`src/rtl/mem_arb_pkg.sv`:
```
// mem_arb_pkg: shared types and width defaults for the instruction/data memory arbiter.
package mem_arb_pkg;
  localparam int ADDR_W_DEF = 30;
  localparam int DATA_W_DEF = 32;
  typedef enum logic [1:0] {OWN_NONE, OWN_IF, OWN_D} owner_e;
  typedef enum logic {LG_IF, LG_DATA} last_gnt_e;
endpackage

```
`src/rtl/mem_arb_pick.sv`:
```
// mem_arb_pick: 2-way alternating-priority picker; data wins contention unless it won last.
module mem_arb_pick
  import mem_arb_pkg::*;
(
  input  logic      if_req,
  input  logic      d_req,
  input  last_gnt_e last_gnt,
  output logic      if_gnt,
  output logic      d_gnt
);
  always_comb begin
    d_gnt = d_req & (~if_req | (last_gnt != LG_DATA));
    if_gnt = if_req & ~d_gnt;
  end
endmodule

```
`src/rtl/mem_arbiter.sv`:
```
// mem_arbiter: shares one single-port memory between an instruction-fetch port and a data port,
// with same-cycle grants and a fixed 1-cycle read response routed back to the requester.
module mem_arbiter
  import mem_arb_pkg::*;
#(
  parameter int ADDR_W = ADDR_W_DEF,
  parameter int DATA_W = DATA_W_DEF
) (
  input  logic              clk,
  input  logic              rst,
  input  logic              if_req,
  input  logic [ADDR_W-1:0] if_addr,
  output logic              if_gnt,
  output logic              if_rvalid,
  output logic [DATA_W-1:0] if_rdata,
  input  logic              d_req,
  input  logic              d_we,
  input  logic [ADDR_W-1:0] d_addr,
  input  logic [DATA_W-1:0] d_wdata,
  output logic              d_gnt,
  output logic              d_rvalid,
  output logic [DATA_W-1:0] d_rdata,
  output logic [ADDR_W-1:0] mem_addr,
  output logic [DATA_W-1:0] mem_wdata,
  output logic              mem_wren,
  output logic              mem_rren,
  output logic              mem_E,
  input  logic [DATA_W-1:0] mem_rdata
);
  owner_e            owner_q, owner_d;
  last_gnt_e         last_q;
  logic [ADDR_W-1:0] addr_q;
  logic [DATA_W-1:0] wdata_q;
  logic              if_win, d_win;
  // Requests are masked in reset so no grant or memory strobe can escape.
  mem_arb_pick u_pick (
    .if_req  (if_req & ~rst),
    .d_req   (d_req & ~rst),
    .last_gnt(last_q),
    .if_gnt  (if_win),
    .d_gnt   (d_win)
  );
  always_comb begin
    if_gnt = if_win;
    d_gnt = d_win;
    mem_addr = d_win ? d_addr : if_win ? if_addr : addr_q;
    mem_wdata = d_win ? d_wdata : wdata_q;
    mem_wren = d_win & d_we;
    mem_rren = if_win | (d_win & ~d_we);
    mem_E = ~rst;
    owner_d = if_win ? OWN_IF : (d_win & ~d_we) ? OWN_D : OWN_NONE;
    if_rvalid = owner_q == OWN_IF;
    d_rvalid = owner_q == OWN_D;
    if_rdata = if_rvalid ? mem_rdata : '0;
    d_rdata = d_rvalid ? mem_rdata : '0;
  end
  always_ff @(posedge clk or posedge rst) begin
    if (rst) begin
      owner_q <= OWN_NONE;
      last_q <= LG_IF;
      addr_q <= '0;
      wdata_q <= '0;
    end else begin
      owner_q <= owner_d;
      last_q <= d_win ? LG_DATA : if_win ? LG_IF : last_q;
      addr_q <= mem_addr;
      wdata_q <= mem_wdata;
    end
  end
endmodule
```
`config.mk`:
```
export PLATFORM = sky130hd
export DESIGN_NAME = mem_arbiter
export DESIGN_NICKNAME = d
export VERILOG_FILES = /design/src/rtl/mem_arb_pkg.sv /design/src/rtl/mem_arb_pick.sv /design/src/rtl/mem_arbiter.sv
export SDC_FILE = /design/constraint.sdc
export NUM_CORES = 1
export LEC_CHECK = 0
export CORE_UTILIZATION = 33
export DETAILED_ROUTE_END_ITERATION = 10
export PLACE_DENSITY_LB_ADDON = 0.12
export SYNTH_ARGS = -nofsm -noshare
export SYNTH_HDL_FRONTEND = slang
export SYNTH_HIERARCHICAL = 1
export SYNTH_SLANG_ARGS = --single-unit
```
`constraint.sdc`:
```
create_clock -name clk -period 3.3 [get_ports clk]
set_input_delay 0.825 -clock clk [delete_from_list [all_inputs] [get_ports clk]]
set_output_delay 0.825 -clock clk [all_outputs]
set_load 0.02 [all_outputs]
```
Word-level counts from Yosys, hierarchy flattened
Cells that the tools add are included.
{"block": "word_totals", "reg_bits": 65, "output_inout_bits": 133, "word_cells": 29}
{"block": "classes", "eq_ne": 2, "muxes": 9, "bitwise": 13, "reduce_logical": 1}
{"cell": "32-bit 2-to-1 mux", "count": 3}
{"cell": "30-bit 2-to-1 mux", "count": 2}
{"cell": "1-bit bitwise AND", "count": 6}
{"cell": "1-bit inverter", "count": 5}
{"cell": "2-bit 2-to-1 mux", "count": 2}
{"cell": "2-bit by 1-bit == test with 1-bit output (second input constant)", "count": 1}
{"cell": "2-bit == test (second input constant)", "count": 1}
{"cell": "1-bit 2-to-1 mux", "count": 2}
{"cell": "1-bit bitwise OR", "count": 2}
{"cell": "2-bit nonzero test", "count": 1}

Depth between registers and ports, before layout
Gate-level depths: netlist (run 1).
{"block": "logic_depth", "depth_word": 9, "ltp_mapped": 6}

Cells and area by module
Netlist (run 1), hierarchy kept.
{"module": "mem_arbiter", "instances": 1, "cells_per_inst": 282, "area_per_inst_um2": 3214.3, "seq_area_each_um2": 1626.6}
{"module": "mem_arb_pick", "instances": 1, "cells_per_inst": 3, "area_per_inst_um2": 18.8, "seq_area_each_um2": 0.0}

Worst setup path before layout (run 1)
Ideal clock, no wire load.
{"block": "synth_path", "path_type": "in2out", "startpoint": "input port if_req", "endpoint": "output port mem_addr[10]", "t_arrival_ns": 2.415, "setup_slack_ns": 0.060, "stages": 6, "path_buffers": 2, "cell_sequence": "nor2b_1 > a21boi_1 > buf_4 > buf_6 > mux2i_1 > o21ai_0"}
{"block": "synth_via", "elab_chain_len": 8}
{"element": "start, declared", "line_no": "mem_arbiter.sv:11", "text": "input logic if_req,"}
{"element": "1-bit bitwise AND *", "line_no": "mem_arbiter.sv:37", "text": ".if_req (if_req & ~rst),"}
{"element": "1-bit inverter", "line_no": "mem_arb_pick.sv:12", "text": "d_gnt = d_req & (~if_req | (last_gnt != LG_DATA));"}
{"element": "1-bit bitwise OR", "line_no": "mem_arb_pick.sv:12"}
{"element": "1-bit bitwise AND", "line_no": "mem_arb_pick.sv:12"}
{"element": "1-bit inverter", "line_no": "mem_arb_pick.sv:13", "text": "if_gnt = if_req & ~d_gnt;"}
{"element": "1-bit bitwise AND *", "line_no": "mem_arb_pick.sv:13"}
{"element": "net if_gnt", "line_no": "mem_arbiter.sv:13", "text": "output logic if_gnt,"}
{"element": "30-bit 2-to-1 mux * (2 in series)", "line_no": "mem_arbiter.sv:46", "text": "mem_addr = d_win ? d_addr : if_win ? if_addr : addr_q;"}
{"element": "end, declared", "line_no": "mem_arbiter.sv:23", "text": "output logic [ADDR_W-1:0] mem_addr,"}
Mark *: on every way through the listed nets, which the timed path passes. The rest lies on a longest branch.

Final worst setup path (run 1)
{"block": "layout_path", "startpoint": "input port d_req", "endpoint": "output port if_gnt"}
{"block": "layout_via", "elab_chain_len": 4}
{"element": "start, declared", "line_no": "mem_arbiter.sv:16", "text": "input logic d_req,"}
{"element": "1-bit bitwise AND", "line_no": "mem_arbiter.sv:38", "text": ".d_req (d_req & ~rst),"}
{"element": "1-bit bitwise AND", "line_no": "mem_arb_pick.sv:12"}
{"element": "1-bit inverter", "line_no": "mem_arb_pick.sv:13"}
{"element": "1-bit bitwise AND", "line_no": "mem_arb_pick.sv:13"}
{"element": "end, declared", "line_no": "mem_arbiter.sv:13"}
No other way between the ends.

==> run metrics, run 1 <==
core area=roughly 9400 µm²; fin crit period=3.24 ns; I/O pin count=262; post-synthesis sequential area ratio=50.3%; clock transition at the registers of the reported paths=0.07 ns; syn avg cell area=~11 µm²; worst-skew pair later-pin latency=0.34 ns; leakage=2.84 nW; Crit path required time=roughly 2.5 ns; DP Worst Slack=-0.680 ns; Final WS setup=0.0555 ns; Clock Skew=0.00601 ns; area leader, netlist=dfrtp_1; vias in the first global route=3303; clock power share=29.1%; drt wl/cell=16.4 µm; CTS Hold Bufs=0; First-pass DRT Iterations=4; Mapped Cells=285; post-DP HPWL=between 8 and 9 mm; max cap viols=0; GR Util All Layers=between 20% and 30%; Min-Delay Path Class=flip-flop to flip-flop; first-pass GRT wire length=17.5 mm; Fmax=approximately 310 MHz; Placed Area=6190 µm²; Crit Path Class=primary input to primary output; Max Root-Sink Buffers=2; Worst Setup SP=d_req; Die H=about 100 µm; worst path cell trace=dlygate4sd2_1 -> nor2b_4 -> buf_4 -> a21boi_4 -> buf_4 -> clkdlybuf4s50_1; std cell rows=35; Port Buf Inserts=261; vias per inst=~4.5; Layout area overhead=103%; main flop type after synthesis=dfrtp_1; pin count of the biggest net entering global routing=66; Worst setup EP type=primary output; clk sink count=65; Via Count=3199; Async S/R FF share, synth=100%; Initial Util=34.5%; crit-path most repeated cell=buf_4; peak per-stage delay on the critical path=just over 0.6 ns; CP Max Fanout=5; Residual DRC=0; number of synthesized flops with an enable pin=0; CTS Buf Count=9; crit share post-route=98.3%; Crit-path slowest cell=clkdlybuf4s50_1; Nets=711; Worst Hold Launch=wdata_q[28]$_DFF_PP0_; largest cells by area after synthesis=dfrtp_1 (50%), and2_1 (13%), mux2i_1 (9.3%); Yosys cell types=18; total number of yosys warnings=6; sequential share of power=34.1%; Routed Antenna Nets=0; commonest cells in the netlist=and2_1 (65), dfrtp_1 (65), nand2_1 (31); Die Span X=101 µm; share of layout cells above drive strength 1=24.9%; post-route cell area=6560 µm²; Pint=approximately 2 mW; power density cells=~430 nW/µm²; GRT overflow=0; DRT iter0 DRCs=66; Worst setup SP type=primary input; area of the mapped netlist=3230 µm²; synthesis-stage register bit count=65; Final Util=70.0%; H-tree depth=3; status=finished, final reports clean; GP Congestion=around 0.74; Filler Cells Inserted=768; CTS root buf=clkbuf_8; Final Hold Fails=0; post-synth top area share=roughly half; Switch Pwr=0.839 mW; Setup Viol. Count Final=0; combinational power share=36.8%; Worst VDD drop=0.000347 V; Worst Max-Slew Pin Slew=0.847 ns; sw frac=29.5%; final WL=11.8 mm; r2r setup slk=1.61 ns; Worst Path Arrival=2.42 ns; Slew HR=43.5%; RSZ-0062 raised after global routing=no; Die ar.=10200 µm²; CTS tree=built; launching point of the worst reg2reg path=last_q$_DFFE_PP0P_; Synthesized Nets=414; antenna violations before repair=2; final slew viol count=0
-- what timing repair did --
item                       CTS  global route
setup endpoints to repair   66            36
gates cloned                 4             0
pin swaps                    1             2
setup buffers                8             1
resized for setup          228            26
-- per-layer routing --
metal  vias to the layer above  global-route usage, %  wire length (µm)
met5                         -                      0                 0
met4                         0                   11.4               317
met3                        22                   7.35              1000
met2                       160                   41.9              6130
met1                      1474                   24.0              4340
li1                       1543                      -                 -
-- final timing paths --
| path | to | cells after the start |
|---|---|---|
| setup / recovery | if_gnt | 6 |
| max in group asynchronous | last_q$_DFFE_PP0P_ | 4 |
| hold reg to reg | wdata_q[28]$_DFF_PP0_ | 1 |
| min in group asynchronous | wdata_q[28]$_DFF_PP0_ | 4 |
| setup reg to reg | addr_q[5]$_DFF_PP0_ | 8 |
| hold / removal | wdata_q[28]$_DFF_PP0_ | 1 |
-- cell usage in the layout (no fill, tap or decap), types with 3 or more instances in the layout --
| cell | n |
|---|---|
| clkdlybuf4s15_2 | 21 |
| buf_6 | 3 |
| dlygate4sd2_1 | 5 |
| clkdlybuf4s15_1 | 15 |
| mux2_2 | 14 |
| buf_2 | 11 |
| buf_12 | 5 |
| and2_1 | 65 |
| clkdlybuf4s50_1 | 193 |
| clkbuf_8 | 10 |
| nand2_1 | 31 |
| bufinv_16 | 3 |
| dfrtp_1 | 65 |
| o21ai_1 | 12 |
| buf_4 | 39 |
| mux2_4 | 18 |
| clkbuf_2 | 9 |
| o21ai_0 | 16 |
| mux2i_1 | 29 |
-- power by group through the flow --
stage	Combinational, mW	Sequential [mW]	Clock, mW
floorplan	0.496	0.970	0
global placement	1.07	0.980	0
detailed placement	1.08	0.986	0
CTS	1.06	0.973	0.851
global route	1.11	0.983	0.879
finish	1.05	0.972	0.828
-- state kept, by name, summed over array words and instances (netlist names) --
signal	cells
wdata_q	32
addr_q	30
owner_q	2
last_q	1
-- kinds of logic (layout without fill, tap and decap cells) --
| family | after synthesis | in the layout | share of synthesized area (%) |
|---|---|---|---|
| mux | 62 | 62 | 22.5 |
| other cells | 0 | 2 | 0 |
| compound gates | 33 | 33 | 5.34 |
| flops | 65 | 65 | 50.3 |
| buf+inv | 23 | 325 | 4.49 |
| simple gates | 102 | 102 | 17.3 |
-- worst max-delay path: cells and delay by family --
kind | cells | cell delay (ns)
and+or+nand+nor | 1 | 0.13
buffers and inverters | 4 | 1.22
AOI/OAI and AO/OA | 1 | 0.25
-- stage by stage --
step	hold WS (ns)	power, mW	cells	setup TNS (ns)
global route	0.505	2.98	718	0
finish	0.493	2.85	718	0
detailed placement	0.479	2.07	688	-37.04
global placement	0.477	2.05	688	-34.51
floorplan	0.475	1.47	285	0
CTS	0.497	2.88	716	-0.0241
-- layout make-up --
type | count | area [µm²] | share of cell area (%)
well taps | 129 | 161 | 2.46
diodes | 2 | 5.00 | 0.0763
clock buffers | 11 | 141 | 2.16
repair buffers | 306 | 3000 | 45.7
clock inverters | 5 | 103 | 1.56
multi-input cells | 197 | 1510 | 23.0
inverters | 3 | 11.3 | 0.172
flip-flops and latches | 65 | 1630 | 24.8
Power figures use the tool's default switching activity.
==> run 2: changes to the inputs <==
--- a/config.mk
+++ b/config.mk
@@ -5,10 +5,10 @@
 export SDC_FILE = /design/constraint.sdc
 export NUM_CORES = 1
 export LEC_CHECK = 0
-export CORE_UTILIZATION = 33
+export CORE_UTILIZATION = 34
 export DETAILED_ROUTE_END_ITERATION = 10
 export PLACE_DENSITY_LB_ADDON = 0.12
 export SYNTH_ARGS = -nofsm -noshare
 export SYNTH_HDL_FRONTEND = slang
-export SYNTH_HIERARCHICAL = 1
 export SYNTH_SLANG_ARGS = --single-unit
+export TNS_END_PERCENT = 100
==> run metrics, run 2 <==
Die H=101 µm; Worst Hold End=wdata_q[26]$_DFF_PP0_; Setup Viol. Count Final=0; Worst Max-Slew Pin Slew=around 0.57 ns; Yosys cell types=21; Initial Util=35.8%; share of layout cells above drive strength 1=about 28%; Layout area overhead=92.2%; status=finished, final reports clean; fin cells=669; First-pass DRT Iterations=4; antenna violations before repair=0; Crit-path slowest cell=mux2_2; Worst VDD drop=~0.00034 V; Async S/R FF share, synth=between 90% and 100%; CP Max Fanout=10; max cap viols=0; commonest cells in the netlist=and2_1 (65), dfrtp_1 (65), mux2_2 (53); Fmax=approximately 310 MHz; max FFs per register=32; clock transition at the registers of the reported paths=about 0.070 ns; WHS Path Cells=1; post-synthesis sequential area ratio=48.5%; drt wl/cell=16.8 µm; vias per inst=between 4 and 5; Final Util=around 69%; Die Span X=101 µm; Min-Delay Path Class=flip-flop to flip-flop; Worst setup EP type=primary output; Worst setup SP type=primary input; first-pass GRT wire length=roughly 17 mm; Final Hold Fails=0; crit share post-route=between 90% and 100%; Seq. cell area=1630 µm²; post-synth top area share=48.5%; GRT overflow=0; Nets=664; vias in the first global route=~3100; DRT iter0 DRCs=59; core area=9370 µm²; synthesis-stage register bit count=65; largest registers=wdata_q: 32 flops, addr_q: 30 flops, owner_q: 2 flops; Crit Path Class=primary input to primary output; number of synthesized flops with an enable pin=0; Clock Skew=between 0.01 and 0.015 ns; H-tree depth=3; clk sink count=65; Worst Path Arrival=2.39 ns; power density cells=416 nW/µm²; main flop type after synthesis=dfrtp_1; pin count of the biggest net entering global routing=45; most frequent cells in the layout=clkdlybuf4s50_1 (194), and2_1 (65), dfrtp_1 (65), mux2_2 (53), dlygate4sd2_1 (30); worst path cell trace=clkdlybuf4s15_1 -> nand2b_4 -> buf_12 -> mux2_2 -> mux2_2 -> dlygate4sd2_1; Multi-input gate area=1590 µm²; GR Util All Layers=21.7%; reg2reg end=addr_q[25]$_DFF_PP0_; Synthesized Nets=380; worst-skew pair later-pin latency=0.34 ns; fin crit period=around 3.2 ns; R2R cell count=5; placed insts=644; Crit path required time=around 2.5 ns; r2r setup slk=1.56 ns; Routed Antenna Nets=0; final slew viol count=0; post-route cell area=around 6400 µm²; CTS root buf=clkbuf_8; std cell rows=35; Die ar.=10300 µm²; peak per-stage delay on the critical path=0.34 ns; Port Buf Inserts=261; crit-path most repeated cell=mux2_2; CTS Buf Count=9; Mapped Cells=251; Placed Area=6210 µm²; Slew HR=about three fifths; Max Root-Sink Buffers=2; largest cells by area after synthesis=dfrtp_1 (49%), mux2_2 (18%), and2_1 (12%); CTS tree=built; CTS Hold Bufs=0; Residual DRC=0; syn avg cell area=13.3 µm²; Antenna diodes=0; leakage=2.81 nW; Filler Cells Inserted=778; total number of yosys warnings=0; final hold slack=0.485 ns; Worst Hold Launch=wdata_q[26]$_DFF_PP0_; launching point of the worst reg2reg path=last_q$_DFFE_PP0P_; Via Count=3055; total chip power=2.68 mW; GP Congestion=0.732; area of the mapped netlist=about 3400 µm²; RSZ-0062 raised after global routing=no; I/O pin count=262; most common cell after layout, fill and taps aside=clkdlybuf4s50_1; area leader, netlist=dfrtp_1; post-DP HPWL=approximately 8.9 mm; Largest Register=wdata_q; final WL=11.3 mm
-- run 2: cell count changes after synthesis, moves of 3 or more --
cell      previous run  this run
mux2_1               0         7
nand2_1             31         0
mux2_2              14        53
buf_4                2         5
o21ai_0             30         0
a221o_1              0         7
buf_2                5         1
o2111a_1             0         7
inv_1                3         0
mux2i_1             30         1
-- run 2: layout make-up --
| type | count | area share, % |
|---|---|---|
| Tap cell | 129 | 2.51 |
| Clock inverter | 6 | 1.03 |
| Timing Repair Buffer | 291 | 44.2 |
| Clock buffer | 10 | 2.14 |
| Inverter | 2 | 0.194 |
| Multi-Input combinational cell | 166 | 24.7 |
| Sequential cell | 65 | 25.3 |
-- run 2: worst max-delay path, delay by kind of cell --
family,cells,cell delay (ns)
multiplexers,2,0.62
AND/OR/NAND/NOR,1,0.21
buffers and inverters,3,0.72
-- run 2: cells by family (layout without fill, tap and decap cells) --
kind of cell    after synthesis  count (layout)  share of synthesized area (%)
flops                        65              65                           48.5
compound gates               17              17                           5.41
simple gates                 70              70                           13.2
buf+inv                      20             309                           4.29
mux                          79              79                           28.5
-- run 2: per-layer routing --
metal	share of wire (%)	GRT usage (%)
met1	36	22.8
met3	10	8.70
met2	52	39.1
met4	1.8	8.14
met5	0	0
-- run 2: repair_timing --
| item | 4_1_cts | 5_1_grt |
|---|---|---|
| buffers inserted | 7 | 0 |
| endpoints found under the setup margin | 66 | 36 |
| gates cloned | 2 | 0 |
| resized for setup | 143 | 12 |
| pin swaps | 1 | 1 |
| hold endpoints to repair | 0 | 0 |
-- run 2: how the worst max path moves through the flow --
stage               cells past startpoint      endpoint  startpoint  slack, ns
floorplan                               5      mem_rren      if_req       0.45
global placement                        5  mem_addr[24]      if_req      -0.45
detailed placement                      6  mem_addr[28]      if_req      -0.51
CTS                                     7  mem_addr[22]      if_req      0.005
global route                            6   mem_addr[3]         rst       0.03
finish                                  6   mem_addr[3]         rst       0.09
-- run 2: stage by stage --
step                worst slack [ns]  TNS (ns)
detailed placement            -0.514    -28.59
finish                        0.0867         0
global placement              -0.447    -26.42
CTS                          0.00533         0
floorplan                      0.449         0
global route                  0.0296         0
-- run 2: where the power goes --
part	leakage [nW]	switching (mW)	internal [mW]
Clock	0.0949	0.322	0.370
Combinational	1.94	0.471	0.542
Sequential	0.770	0.0415	0.935
